### src/rtl/wb_xbar_decoder_if.sv
// Bus bundle for the Wishbone 1-to-N decoder: host-side pipelined port plus shared/per-slave peripheral side.
interface wb_xbar_decoder_if #(
    parameter int unsigned N_SLAVES = 3,
    parameter int unsigned ADDR_W   = 18
);
    logic                   wb_cyc;
    logic                   wb_stb;
    logic                   wb_we;
    logic [ADDR_W-1:0]      wb_adr;
    logic [3:0]             wb_sel;
    logic [31:0]            wb_wdat;
    logic                   wb_ack;
    logic                   wb_err;
    logic                   wb_stall;
    logic [31:0]            wb_rdat;

    logic [N_SLAVES-1:0]    m_cyc;
    logic [N_SLAVES-1:0]    m_stb;
    logic                   m_we;
    logic [ADDR_W-1:0]      m_adr;
    logic [3:0]             m_sel;
    logic [31:0]            m_wdat;
    logic [N_SLAVES*32-1:0] m_rdat;
    logic [N_SLAVES-1:0]    m_ack;
    logic [N_SLAVES-1:0]    m_err;
    logic [N_SLAVES-1:0]    m_stall;

    logic                   tmo;
    logic [ADDR_W-1:0]      err_adr;

    // Decoder view: it is the slave of the host bridge.
    modport slave (
        input  wb_cyc, wb_stb, wb_we, wb_adr, wb_sel, wb_wdat,
        output wb_ack, wb_err, wb_stall, wb_rdat,
        output m_cyc, m_stb, m_we, m_adr, m_sel, m_wdat,
        input  m_rdat, m_ack, m_err, m_stall,
        output tmo, err_adr
    );

    // Host bridge and peripheral models view.
    modport master (
        output wb_cyc, wb_stb, wb_we, wb_adr, wb_sel, wb_wdat,
        input  wb_ack, wb_err, wb_stall, wb_rdat,
        input  m_cyc, m_stb, m_we, m_adr, m_sel, m_wdat,
        output m_rdat, m_ack, m_err, m_stall,
        input  tmo, err_adr
    );
endinterface

### src/rtl/wb_xbar_decoder.sv
// Wishbone B4-pipelined 1-to-N address decoder: BASE/MASK windows, single outstanding
// transaction, error on unmapped addresses and per-transaction timeout.
module wb_xbar_decoder #(
    parameter int unsigned                 N_SLAVES = 3,
    parameter int unsigned                 ADDR_W   = 18,
    parameter logic [N_SLAVES*ADDR_W-1:0]  SLV_BASE = {18'h10000, 18'h00000, 18'h08000},
    parameter logic [N_SLAVES*ADDR_W-1:0]  SLV_MASK = {18'h38000, 18'h30000, 18'h38000},
    parameter int unsigned                 TIMEOUT  = 255
) (
    input  logic              clk_i,
    input  logic              rst_n_i,
    wb_xbar_decoder_if.slave  bus
);
    localparam int unsigned SEL_W = (N_SLAVES > 1) ? $clog2(N_SLAVES) : 1;
    localparam int unsigned CNT_W = (TIMEOUT > 0) ? $clog2(TIMEOUT + 1) : 1;

    typedef enum logic [2:0] {
        IDLE     = 3'd0,
        REQ      = 3'd1,
        WAIT     = 3'd2,
        RESP_ACK = 3'd3,
        RESP_ERR = 3'd4
    } state_t;

    state_t              state;
    logic [SEL_W-1:0]    sel_q;
    logic [ADDR_W-1:0]   adr_q;
    logic [CNT_W-1:0]    cnt;

    logic                hit_c;
    logic [SEL_W-1:0]    hit_idx_c;
    logic [N_SLAVES-1:0] hit_oh_c;
    logic [ADDR_W-1:0]   hit_mask_c;

    logic                sel_ack_c;
    logic                sel_err_c;
    logic                sel_stall_c;
    logic [31:0]         sel_dat_c;
    logic                granted_c;
    logic                expire_c;

    // Window decode of the incoming address; the lowest matching index wins.
    always_comb begin
        hit_c      = 1'b0;
        hit_idx_c  = '0;
        hit_oh_c   = '0;
        hit_mask_c = '0;
        for (int k = 0; k < int'(N_SLAVES); k++) begin
            if (!hit_c && ((bus.wb_adr & SLV_MASK[k*ADDR_W +: ADDR_W]) == SLV_BASE[k*ADDR_W +: ADDR_W])) begin
                hit_c       = 1'b1;
                hit_idx_c   = SEL_W'(k);
                hit_oh_c[k] = 1'b1;
                hit_mask_c  = SLV_MASK[k*ADDR_W +: ADDR_W];
            end
        end
    end

    // Response mux from the slave owning the current transaction.
    always_comb begin
        sel_ack_c   = 1'b0;
        sel_err_c   = 1'b0;
        sel_stall_c = 1'b0;
        sel_dat_c   = '0;
        for (int k = 0; k < int'(N_SLAVES); k++) begin
            if (sel_q == SEL_W'(k)) begin
                sel_ack_c   = bus.m_ack[k];
                sel_err_c   = bus.m_err[k];
                sel_stall_c = bus.m_stall[k];
                sel_dat_c   = bus.m_rdat[k*32 +: 32];
            end
        end
    end

    // A response counts once the strobe has been accepted (WAIT, or REQ without stall).
    assign granted_c = (state == WAIT) || !sel_stall_c;
    assign expire_c  = (TIMEOUT != 0) && (cnt == CNT_W'(TIMEOUT - 1));

    always_ff @(posedge clk_i) begin
        if (!rst_n_i) begin
            state        <= IDLE;
            sel_q        <= '0;
            adr_q        <= '0;
            cnt          <= '0;
            bus.wb_ack   <= 1'b0;
            bus.wb_err   <= 1'b0;
            bus.wb_stall <= 1'b0;
            bus.wb_rdat  <= '0;
            bus.m_cyc    <= '0;
            bus.m_stb    <= '0;
            bus.m_we     <= 1'b0;
            bus.m_adr    <= '0;
            bus.m_sel    <= '0;
            bus.m_wdat   <= '0;
            bus.tmo      <= 1'b0;
            bus.err_adr  <= '0;
        end else begin
            bus.wb_ack  <= 1'b0;
            bus.wb_err  <= 1'b0;
            bus.tmo     <= 1'b0;
            bus.wb_rdat <= '0;
            unique case (state)
                IDLE: begin
                    if (bus.wb_cyc && bus.wb_stb) begin
                        adr_q        <= bus.wb_adr;
                        bus.m_we     <= bus.wb_we;
                        bus.m_sel    <= bus.wb_sel;
                        bus.m_wdat   <= bus.wb_wdat;
                        bus.wb_stall <= 1'b1;
                        if (hit_c) begin
                            state     <= REQ;
                            sel_q     <= hit_idx_c;
                            cnt       <= '0;
                            bus.m_cyc <= hit_oh_c;
                            bus.m_stb <= hit_oh_c;
                            bus.m_adr <= bus.wb_adr & ~hit_mask_c;
                        end else begin
                            state       <= RESP_ERR;
                            bus.wb_err  <= 1'b1;
                            bus.err_adr <= bus.wb_adr;
                        end
                    end
                end
                REQ, WAIT: begin
                    cnt <= cnt + CNT_W'(1);
                    // Host abort beats any response or timeout arriving in the same cycle.
                    if (!bus.wb_cyc) begin
                        state        <= IDLE;
                        bus.m_cyc    <= '0;
                        bus.m_stb    <= '0;
                        bus.wb_stall <= 1'b0;
                    end else if (granted_c && sel_ack_c) begin
                        state       <= RESP_ACK;
                        bus.m_cyc   <= '0;
                        bus.m_stb   <= '0;
                        bus.wb_ack  <= 1'b1;
                        bus.wb_rdat <= sel_dat_c;
                    end else if (granted_c && sel_err_c) begin
                        state       <= RESP_ERR;
                        bus.m_cyc   <= '0;
                        bus.m_stb   <= '0;
                        bus.wb_err  <= 1'b1;
                        bus.err_adr <= adr_q;
                    end else if (expire_c) begin
                        state       <= RESP_ERR;
                        bus.m_cyc   <= '0;
                        bus.m_stb   <= '0;
                        bus.wb_err  <= 1'b1;
                        bus.tmo     <= 1'b1;
                        bus.err_adr <= adr_q;
                    end else if ((state == REQ) && !sel_stall_c) begin
                        state     <= WAIT;
                        bus.m_stb <= '0;
                    end
                end
                RESP_ACK, RESP_ERR: begin
                    state        <= IDLE;
                    bus.wb_stall <= 1'b0;
                end
                default: begin
                    state        <= IDLE;
                    bus.m_cyc    <= '0;
                    bus.m_stb    <= '0;
                    bus.wb_stall <= 1'b0;
                end
            endcase
        end
    end
endmodule
### src/flat_wrapper.sv
// flat-port wrapper written by rule: the top's interface ports become plain ports
module wb_xbar_decoder_flat 
#(
    parameter int unsigned                 N_SLAVES = 3,
    parameter int unsigned                 ADDR_W   = 18,
    parameter logic [N_SLAVES*ADDR_W-1:0]  SLV_BASE = {18'h10000, 18'h00000, 18'h08000},
    parameter logic [N_SLAVES*ADDR_W-1:0]  SLV_MASK = {18'h38000, 18'h30000, 18'h38000},
    parameter int unsigned                 TIMEOUT  = 255
)
  (clk_i, rst_n_i, bus_wb_cyc, bus_wb_stb, bus_wb_we, bus_wb_adr, bus_wb_sel, bus_wb_wdat, bus_wb_ack, bus_wb_err, bus_wb_stall, bus_wb_rdat, bus_m_cyc, bus_m_stb, bus_m_we, bus_m_adr, bus_m_sel, bus_m_wdat, bus_m_rdat, bus_m_ack, bus_m_err, bus_m_stall, bus_tmo, bus_err_adr);
  wb_xbar_decoder_if #(.N_SLAVES(N_SLAVES), .ADDR_W(ADDR_W)) bus_i ();
  input  logic clk_i;
  input  logic rst_n_i;
  input wire logic [$bits(bus_i.wb_cyc)-1:0] bus_wb_cyc;
  input wire logic [$bits(bus_i.wb_stb)-1:0] bus_wb_stb;
  input wire logic [$bits(bus_i.wb_we)-1:0] bus_wb_we;
  input wire logic [$bits(bus_i.wb_adr)-1:0] bus_wb_adr;
  input wire logic [$bits(bus_i.wb_sel)-1:0] bus_wb_sel;
  input wire logic [$bits(bus_i.wb_wdat)-1:0] bus_wb_wdat;
  output wire logic [$bits(bus_i.wb_ack)-1:0] bus_wb_ack;
  output wire logic [$bits(bus_i.wb_err)-1:0] bus_wb_err;
  output wire logic [$bits(bus_i.wb_stall)-1:0] bus_wb_stall;
  output wire logic [$bits(bus_i.wb_rdat)-1:0] bus_wb_rdat;
  output wire logic [$bits(bus_i.m_cyc)-1:0] bus_m_cyc;
  output wire logic [$bits(bus_i.m_stb)-1:0] bus_m_stb;
  output wire logic [$bits(bus_i.m_we)-1:0] bus_m_we;
  output wire logic [$bits(bus_i.m_adr)-1:0] bus_m_adr;
  output wire logic [$bits(bus_i.m_sel)-1:0] bus_m_sel;
  output wire logic [$bits(bus_i.m_wdat)-1:0] bus_m_wdat;
  input wire logic [$bits(bus_i.m_rdat)-1:0] bus_m_rdat;
  input wire logic [$bits(bus_i.m_ack)-1:0] bus_m_ack;
  input wire logic [$bits(bus_i.m_err)-1:0] bus_m_err;
  input wire logic [$bits(bus_i.m_stall)-1:0] bus_m_stall;
  output wire logic [$bits(bus_i.tmo)-1:0] bus_tmo;
  output wire logic [$bits(bus_i.err_adr)-1:0] bus_err_adr;
  assign bus_i.wb_cyc = bus_wb_cyc;
  assign bus_i.wb_stb = bus_wb_stb;
  assign bus_i.wb_we = bus_wb_we;
  assign bus_i.wb_adr = bus_wb_adr;
  assign bus_i.wb_sel = bus_wb_sel;
  assign bus_i.wb_wdat = bus_wb_wdat;
  assign bus_wb_ack = bus_i.wb_ack;
  assign bus_wb_err = bus_i.wb_err;
  assign bus_wb_stall = bus_i.wb_stall;
  assign bus_wb_rdat = bus_i.wb_rdat;
  assign bus_m_cyc = bus_i.m_cyc;
  assign bus_m_stb = bus_i.m_stb;
  assign bus_m_we = bus_i.m_we;
  assign bus_m_adr = bus_i.m_adr;
  assign bus_m_sel = bus_i.m_sel;
  assign bus_m_wdat = bus_i.m_wdat;
  assign bus_i.m_rdat = bus_m_rdat;
  assign bus_i.m_ack = bus_m_ack;
  assign bus_i.m_err = bus_m_err;
  assign bus_i.m_stall = bus_m_stall;
  assign bus_tmo = bus_i.tmo;
  assign bus_err_adr = bus_i.err_adr;
  wb_xbar_decoder #(.N_SLAVES(N_SLAVES), .ADDR_W(ADDR_W), .SLV_BASE(SLV_BASE), .SLV_MASK(SLV_MASK), .TIMEOUT(TIMEOUT)) u_core (.clk_i(clk_i), .rst_n_i(rst_n_i), .bus(bus_i));
endmodule
### config.mk
export PLATFORM = sky130hd
export DESIGN_NAME = wb_xbar_decoder_flat
export DESIGN_NICKNAME = d
export VERILOG_FILES = /design/src/rtl/wb_xbar_decoder_if.sv /design/src/rtl/wb_xbar_decoder.sv /design/src/flat_wrapper.sv
export SDC_FILE = /design/constraint.sdc
export NUM_CORES = 1
export LEC_CHECK = 0
export ABC_AREA = 1
export CORE_ASPECT_RATIO = 1.4
export CORE_MARGIN = 8
export CORE_UTILIZATION = 25
export DETAILED_ROUTE_END_ITERATION = 8
export PLACE_DENSITY = 0.56
export SLEW_MARGIN = 20
export SYNTH_ARGS = -nofsm -noshare
export SYNTH_HDL_FRONTEND = slang
export SYNTH_SLANG_ARGS = --single-unit
### constraint.sdc
create_clock -name clk_i -period 2.2 [get_ports clk_i]
set_input_delay 0.22 -clock clk_i [delete_from_list [all_inputs] [get_ports clk_i]]
set_output_delay 0.22 -clock clk_i [all_outputs]
set_load 0.02 [all_outputs]
* Word level (Yosys, flattened, before mapping)
Index checks and enable logic that the tools add are counted.
Widths: inputs -> output; s select.
** Word-level totals
- Register bits after elaboration :: 146
- Input port bits :: 164
- Output and inout port bits :: 115
- Word-level logic and storage cells :: 132
** Cells by class
- Add/sub/neg operators :: 1
- Equality and inequality tests :: 18
- Muxes and demuxes :: 64
- Bitwise operators :: 6
- Reduce and logical (&&, ||, !) cells :: 27
** Operators by type and width (number)
- $mux 18 :: 9
- $mux 32 :: 3
- $mux 3 :: 18
- $pmux 18 s2 :: 1
- $mux 1 :: 24
- $and 18x18->18 :: 1
- $logic_not 18->1 :: 1
- $not 18->18 :: 1
- $pmux 3 s3 :: 2
- $mux 8 :: 2
- $pmux 8 s2 :: 1
- $reduce_and 4->1 :: 3
- $eq 3x2->1 const B :: 3
- $reduce_and 3->1 :: 3
- $add 8x1->8 const B :: 1
- $eq 8x8->1 const B :: 1
- $ne 2x2->1 const B :: 4
- $eq 3x1->1 const B :: 2
- $logic_and 1x1->1 :: 6
- $ne 6x2->1 const B :: 1
- $pmux 3 s2 :: 1
- $reduce_and 2->1 :: 3
- $reduce_and 6->1 :: 1
- $ne 5x2->1 const B :: 1
- 15 further kinds :: 23

* Longest topological paths before layout
- Depth in word-level cells :: 12
- Depth in mapped cells :: 11

* Worst setup path after synthesis
No wires, ideal clock.
- Path kind :: reg2reg
- Start :: reg u_core.cnt[0]
- End :: reg u_core.bus.err_adr[0]
- Arrival :: 1.473 ns
- Data required time :: 2.131 ns
- Path slack :: 0.658 ns
- Stages on the path, launching flop included :: 11
- Buffers on the path :: 2
- Period minus slack after synthesis :: 1.542 ns
- Cells stage by stage :: dfxtp_1 > inv_1 > ha_1 > and3_1 > nand2_1 > nand2_4 > nand3_4 > buf_6 > buf_12 > nand3_2 > a21oi_2
** On the way
- Word-level cells in the longest chain between the ends :: 3
** Ends and longest elaborated chain
- start: declaration :: line wb_xbar_decoder.sv:28 : logic [CNT_W-1:0] cnt;
- start signal: assignment :: line wb_xbar_decoder.sv:124 : cnt <= cnt + CNT_W'(1);
- $eq 8x8->1 :: line wb_xbar_decoder.sv:76 : assign expire_c = (TIMEOUT != 0) && (cnt == CNT_W'(TIMEOUT - 1));
- $ne 3x1->1 (no line)
- $reduce_and 6->1 (no line)
- end signal: assignment :: line wb_xbar_decoder.sv:119 : bus.err_adr <= bus.wb_adr;
- end signal: assignment :: line wb_xbar_decoder.sv:142 : bus.err_adr <= adr_q;
- end signal: assignment :: line wb_xbar_decoder.sv:149 : bus.err_adr <= adr_q;
- end: declaration :: line wb_xbar_decoder_if.sv:37 : output tmo, err_adr
Every way passes these cells.
A chain may end at the register's enable or synchronous reset.

* Worst setup path in the final report
- Start :: reg u_core.sel_q[0]
- End :: reg u_core.bus.err_adr[10]
** On the way
- Word-level cells in the longest chain between the ends :: 11
- Elaborated cells between the ends (all ways) :: 23
- Those cells by class :: eq/ne (4); mux (13); reduce/logical (6)
** Ends and longest elaborated chain
- start: declaration :: line wb_xbar_decoder.sv:26 : logic [SEL_W-1:0] sel_q;
- start signal: assignment :: line wb_xbar_decoder.sv:111 : sel_q <= hit_idx_c;
- $logic_not 2->1 :: line wb_xbar_decoder.sv:65 : if (sel_q == SEL_W'(k)) begin
- $mux 1 (3 in a row) :: line wb_xbar_decoder.sv:65
- $logic_not 1->1 :: line wb_xbar_decoder.sv:75 : assign granted_c = (state == WAIT) || !sel_stall_c;
- $logic_or 1x1->1 :: line wb_xbar_decoder.sv:75
- $logic_and 1x1->1 :: line wb_xbar_decoder.sv:137 : end else if (granted_c && sel_err_c) begin
- $mux 18 :: line wb_xbar_decoder.sv:137
- $mux 18 :: line wb_xbar_decoder.sv:131 : end else if (granted_c && sel_ack_c) begin
- $mux 18 :: line wb_xbar_decoder.sv:126 : if (!bus.wb_cyc) begin
- $pmux 18 s2 :: line wb_xbar_decoder.sv:101 : unique case (state)
Parallel ways exist; a longest one is shown, timed or not. The select of a mux whose other input is x is not followed.

==> summary.md <==
| Metric | Value |
|---|---|
| Status | finished, final reports clean |
| Pwr/cell area | 919 nW/um^2 |
| Post-Syn Nets | 974 |
| Fraction of layout cells with a size suffix above 1 | 8.99% |
| Area leader, netlist | dfxtp_1 |
| Max cap viols | 0 |
| Clock Latency Late Sink | 420 ps |
| Synth top area cells | dfxtp_1 49%, nand2_1 16%, nor2_1 7.1% |
| Vias | ~6200 |
| Leak Pwr | 3.76 nW |
| Vias in the first global route | between 6000 and 7000 |
| Final Net Count | 1245 |
| Total GRT Usage | approximately 15% |
| PortBufs | 278 |
| Worst Tran Pin Value | between 500 and 600 ps |
| CP Class | flop to flop |
| Worst-case clock skew | 4.92 ps |
| Max FO, Critical Path | 19 |
| Avg Cell Area, Syn | 7.42 um^2 |
| First-pass GRT wire length | 35100 um |
| Worst path slowest cell | dfxtp_1 |
| Top FF cell, synth | dfxtp_1 |
| Crit path largest cell delay | 500 ps |
| Core area | around 24000 um^2 |
| Final setup violation count | 0 |
| CP most frequent cell | nand2_4 |
| Hold Violations, Final | 0 |
| Largest net degree at the start of global routing | 52 |
| Initial antenna violation count | 0 |
| Hold path start | rst_n_i |
| IO Pins | 279 |
| Startpoint Class | flop |
| Clock Tree Root | clkbuf_16 |
| HP Class | primary input to flop |
| DR pass1 iterations | 6 |
| TritonCTS buffer count | 17 |
| Req. time, crit path | 2540 ps |
| Maximum clock path buffer count | 2 |
| Post-layout minimum cycle time | about 1900 ps |
| Post-synth top area share | 48.8% |
| Final GP Congestion | 0.793 |
| R2r startpoint | u_core.sel_q[0]$_SDFFE_PN0P_ |
| Vias/cell | 4.46 |
| Fraction of registers with async set/reset | 0% |
| Worst VDD drop | between 0.5 and 0.6 mV |
| Sink Count | 146 |
| Commonest cells in the netlist | 251 x nand2_1, 146 x dfxtp_1, 113 x nor2_1 |
| N_diodes | 0 |
| PostCTS Resize Cnt | 0 |
| Synth Area in Adders | 0.417% |
| DIE AREA | roughly 30000 um^2 |
| Fmax | approximately 540 MHz |
| DIE WIDTH | 147 um |
| Unrepaired setup endpoints after global routing | no |
| Setup bufs post-CTS | 0 |
| Filler Cells Inserted | 2455 |
| Syn Inst Count | 808 |
| Seq/Total Area, Yosys | 48.8% |
| Synth unique cells | 31 |
| Largest family of logic cells by synthesized area | simple AND/OR/NAND/NOR gates |
| Final Max Tran Viols | 0 |
| Crit path capture type | flop |
| Reg clk slew, reported paths | 60 ps |
| Count leader, synth | nand2_1 |
| Storage element area | 2920 um^2 |
| Total gr overflow | 0 |
| Post-Syn Area | 5990 um^2 |
| TNS Setup | 0 ps |
| Hold-fix buffer count after cts | 0 |
| CP arrival | between 2000 and 2500 ps |
| Die Ht | roughly 200 um |
| Site row count | 67 |
| Area of the multi-input gates | 2760 um^2 |
| Detail Route Antenna Nets | 0 |
| YS warnings | 0 |
| Register bit total from synthesis | 146 |
| Htree depth | 4 |
| Slew Limit Headroom | 61.7% |
| CP Cell Sequence | inv_2, nand2_1, nand3_2, nand3_4, nand2_4, nand2_4, nand3_4, nand2_4, nand2_1, a21oi_1 |
| Post-synth EDFFs | 0 |
| Tcrit/Tclk final | 84.7% |
| CTS tree | yes |
| Post-synthesis simple-gate area fraction | 31.2% |
| # DRC | 0 |
| Mean routed wirelength per cell | 16.1 um |
| Synth Area in Compound Gates | 13.9% |
| Mux share of post-synthesis cell area | 0% |
| Synth Area in XOR/XNOR | less than 1% |
| Final wirelength | 22600 um |
| Initial Util | about a quarter |
| DPL Wire Length | ~16000 um |
| Critical Path Source | u_core.sel_q[0]$_SDFFE_PN0P_ |
| Layout area overhead | 61.7% |
| DR iter-0 viols | about 280 |
| Fin util | roughly two fifths |
-- per-stage QoR --
stage | setup slack, ps | cell area, um^2 | power, mW | cells | hold WS [ps]
2_1_floorplan | 658 | 5990 | 4.88 | 808 | 355
3_3_place_gp | 255 | 9130 | 6.17 | 1370 | 431
3_5_place_dp | 230 | 9130 | 6.18 | 1370 | 436
4_1_cts | 299 | 9690 | 9.06 | 1400 | 304
5_1_grt | 104 | 9690 | 9.49 | 1400 | 323
6_report | 337 | 9690 | 8.90 | 1400 | 331
-- report_power, final --
group / switching [mW] / total, mW / internal, mW
sequential: 0.185 / 3.17 / 2.99
combinational: 1.72 / 2.91 / 1.19
clock: 1.14 / 2.82 / 1.68
-- worst paths after layout --
check | endpoint | slack (ps) | cells after the start
setup / recovery | u_core.bus.err_adr[10]$_SDFFE_PN0P_ | 340 | 10
hold reg to reg | u_core.bus.m_adr[16]$_SDFFE_PN0P_ | 440 | 2
hold / removal | u_core.bus.m_wdat[3]$_SDFFE_PN0P_ | 330 | 3
setup reg to reg | u_core.bus.err_adr[10]$_SDFFE_PN0P_ | 340 | 10
-- layout by cell type (no fill, tap or decap), types with 3 or more instances in the layout --
cell type / count
nor3_1: 4
nand3_2: 12
clkdlybuf4s50_1: 277
o21ai_0: 62
nand2_4: 5
a21oi_1: 47
clkinv_2: 4
buf_4: 16
nand4_1: 3
inv_2: 6
nand3_1: 28
nand2_2: 4
dfxtp_1: 146
buf_12: 3
a31oi_1: 32
a21oi_2: 10
clkbuf_16: 17
nor2_2: 5
inv_1: 22
nor2_1: 111
nand2_1: 251
-- critical path, delay by kind of cell (launching register included) --
kind | cells | cell delay (ps)
AND/OR/NAND/NOR | 8 | 1000
flip-flops | 1 | 500
buffers and inverters | 1 | 150
AO/OA/AOI/OAI | 1 | 130
-- area by class of cell --
cell class / count / share of cell area, %
repair buffers: 297 / 30.5
flip-flops and latches: 146 / 30.2
clock buffers: 20 / 4.61
inverters: 28 / 1.08
multi-input cells: 589 / 28.5
clock inverters: 10 / 1.16
well taps: 310 / 4.00
-- kinds of logic (layout without fill, tap and decap cells) --
logic type,count (synthesis),count (layout)
buffers and inverters,73,355
XOR/XNOR,3,3
flip-flops,146,146
adder cells (fa/ha/maj),2,2
AND/OR/NAND/NOR,433,433
AO/OA/AOI/OAI,151,151
-- layer usage --
layer	vias to the layer above	GRT usage [%]	share of wire, %
met3	24	6.71	10
met1	2816	16.9	41
met4	0	5.63	2.2
met5	-	0	0
li1	3154	-	-
met2	254	25.6	46
-- state kept, by name, summed over array words and instances (netlist names), 2 cells and up --
| register | flops |
|---|---|
| u_core.bus.m_wdat | 32 |
| u_core.bus.wb_rdat | 32 |
| u_core.adr_q | 18 |
| u_core.bus.err_adr | 18 |
| u_core.bus.m_adr | 18 |
| u_core.cnt | 8 |
| u_core.bus.m_sel | 4 |
| u_core.bus.m_cyc | 3 |
| u_core.bus.m_stb | 3 |
| u_core.state | 3 |
| u_core.sel_q | 2 |
(Power assumes the default switching activity.)
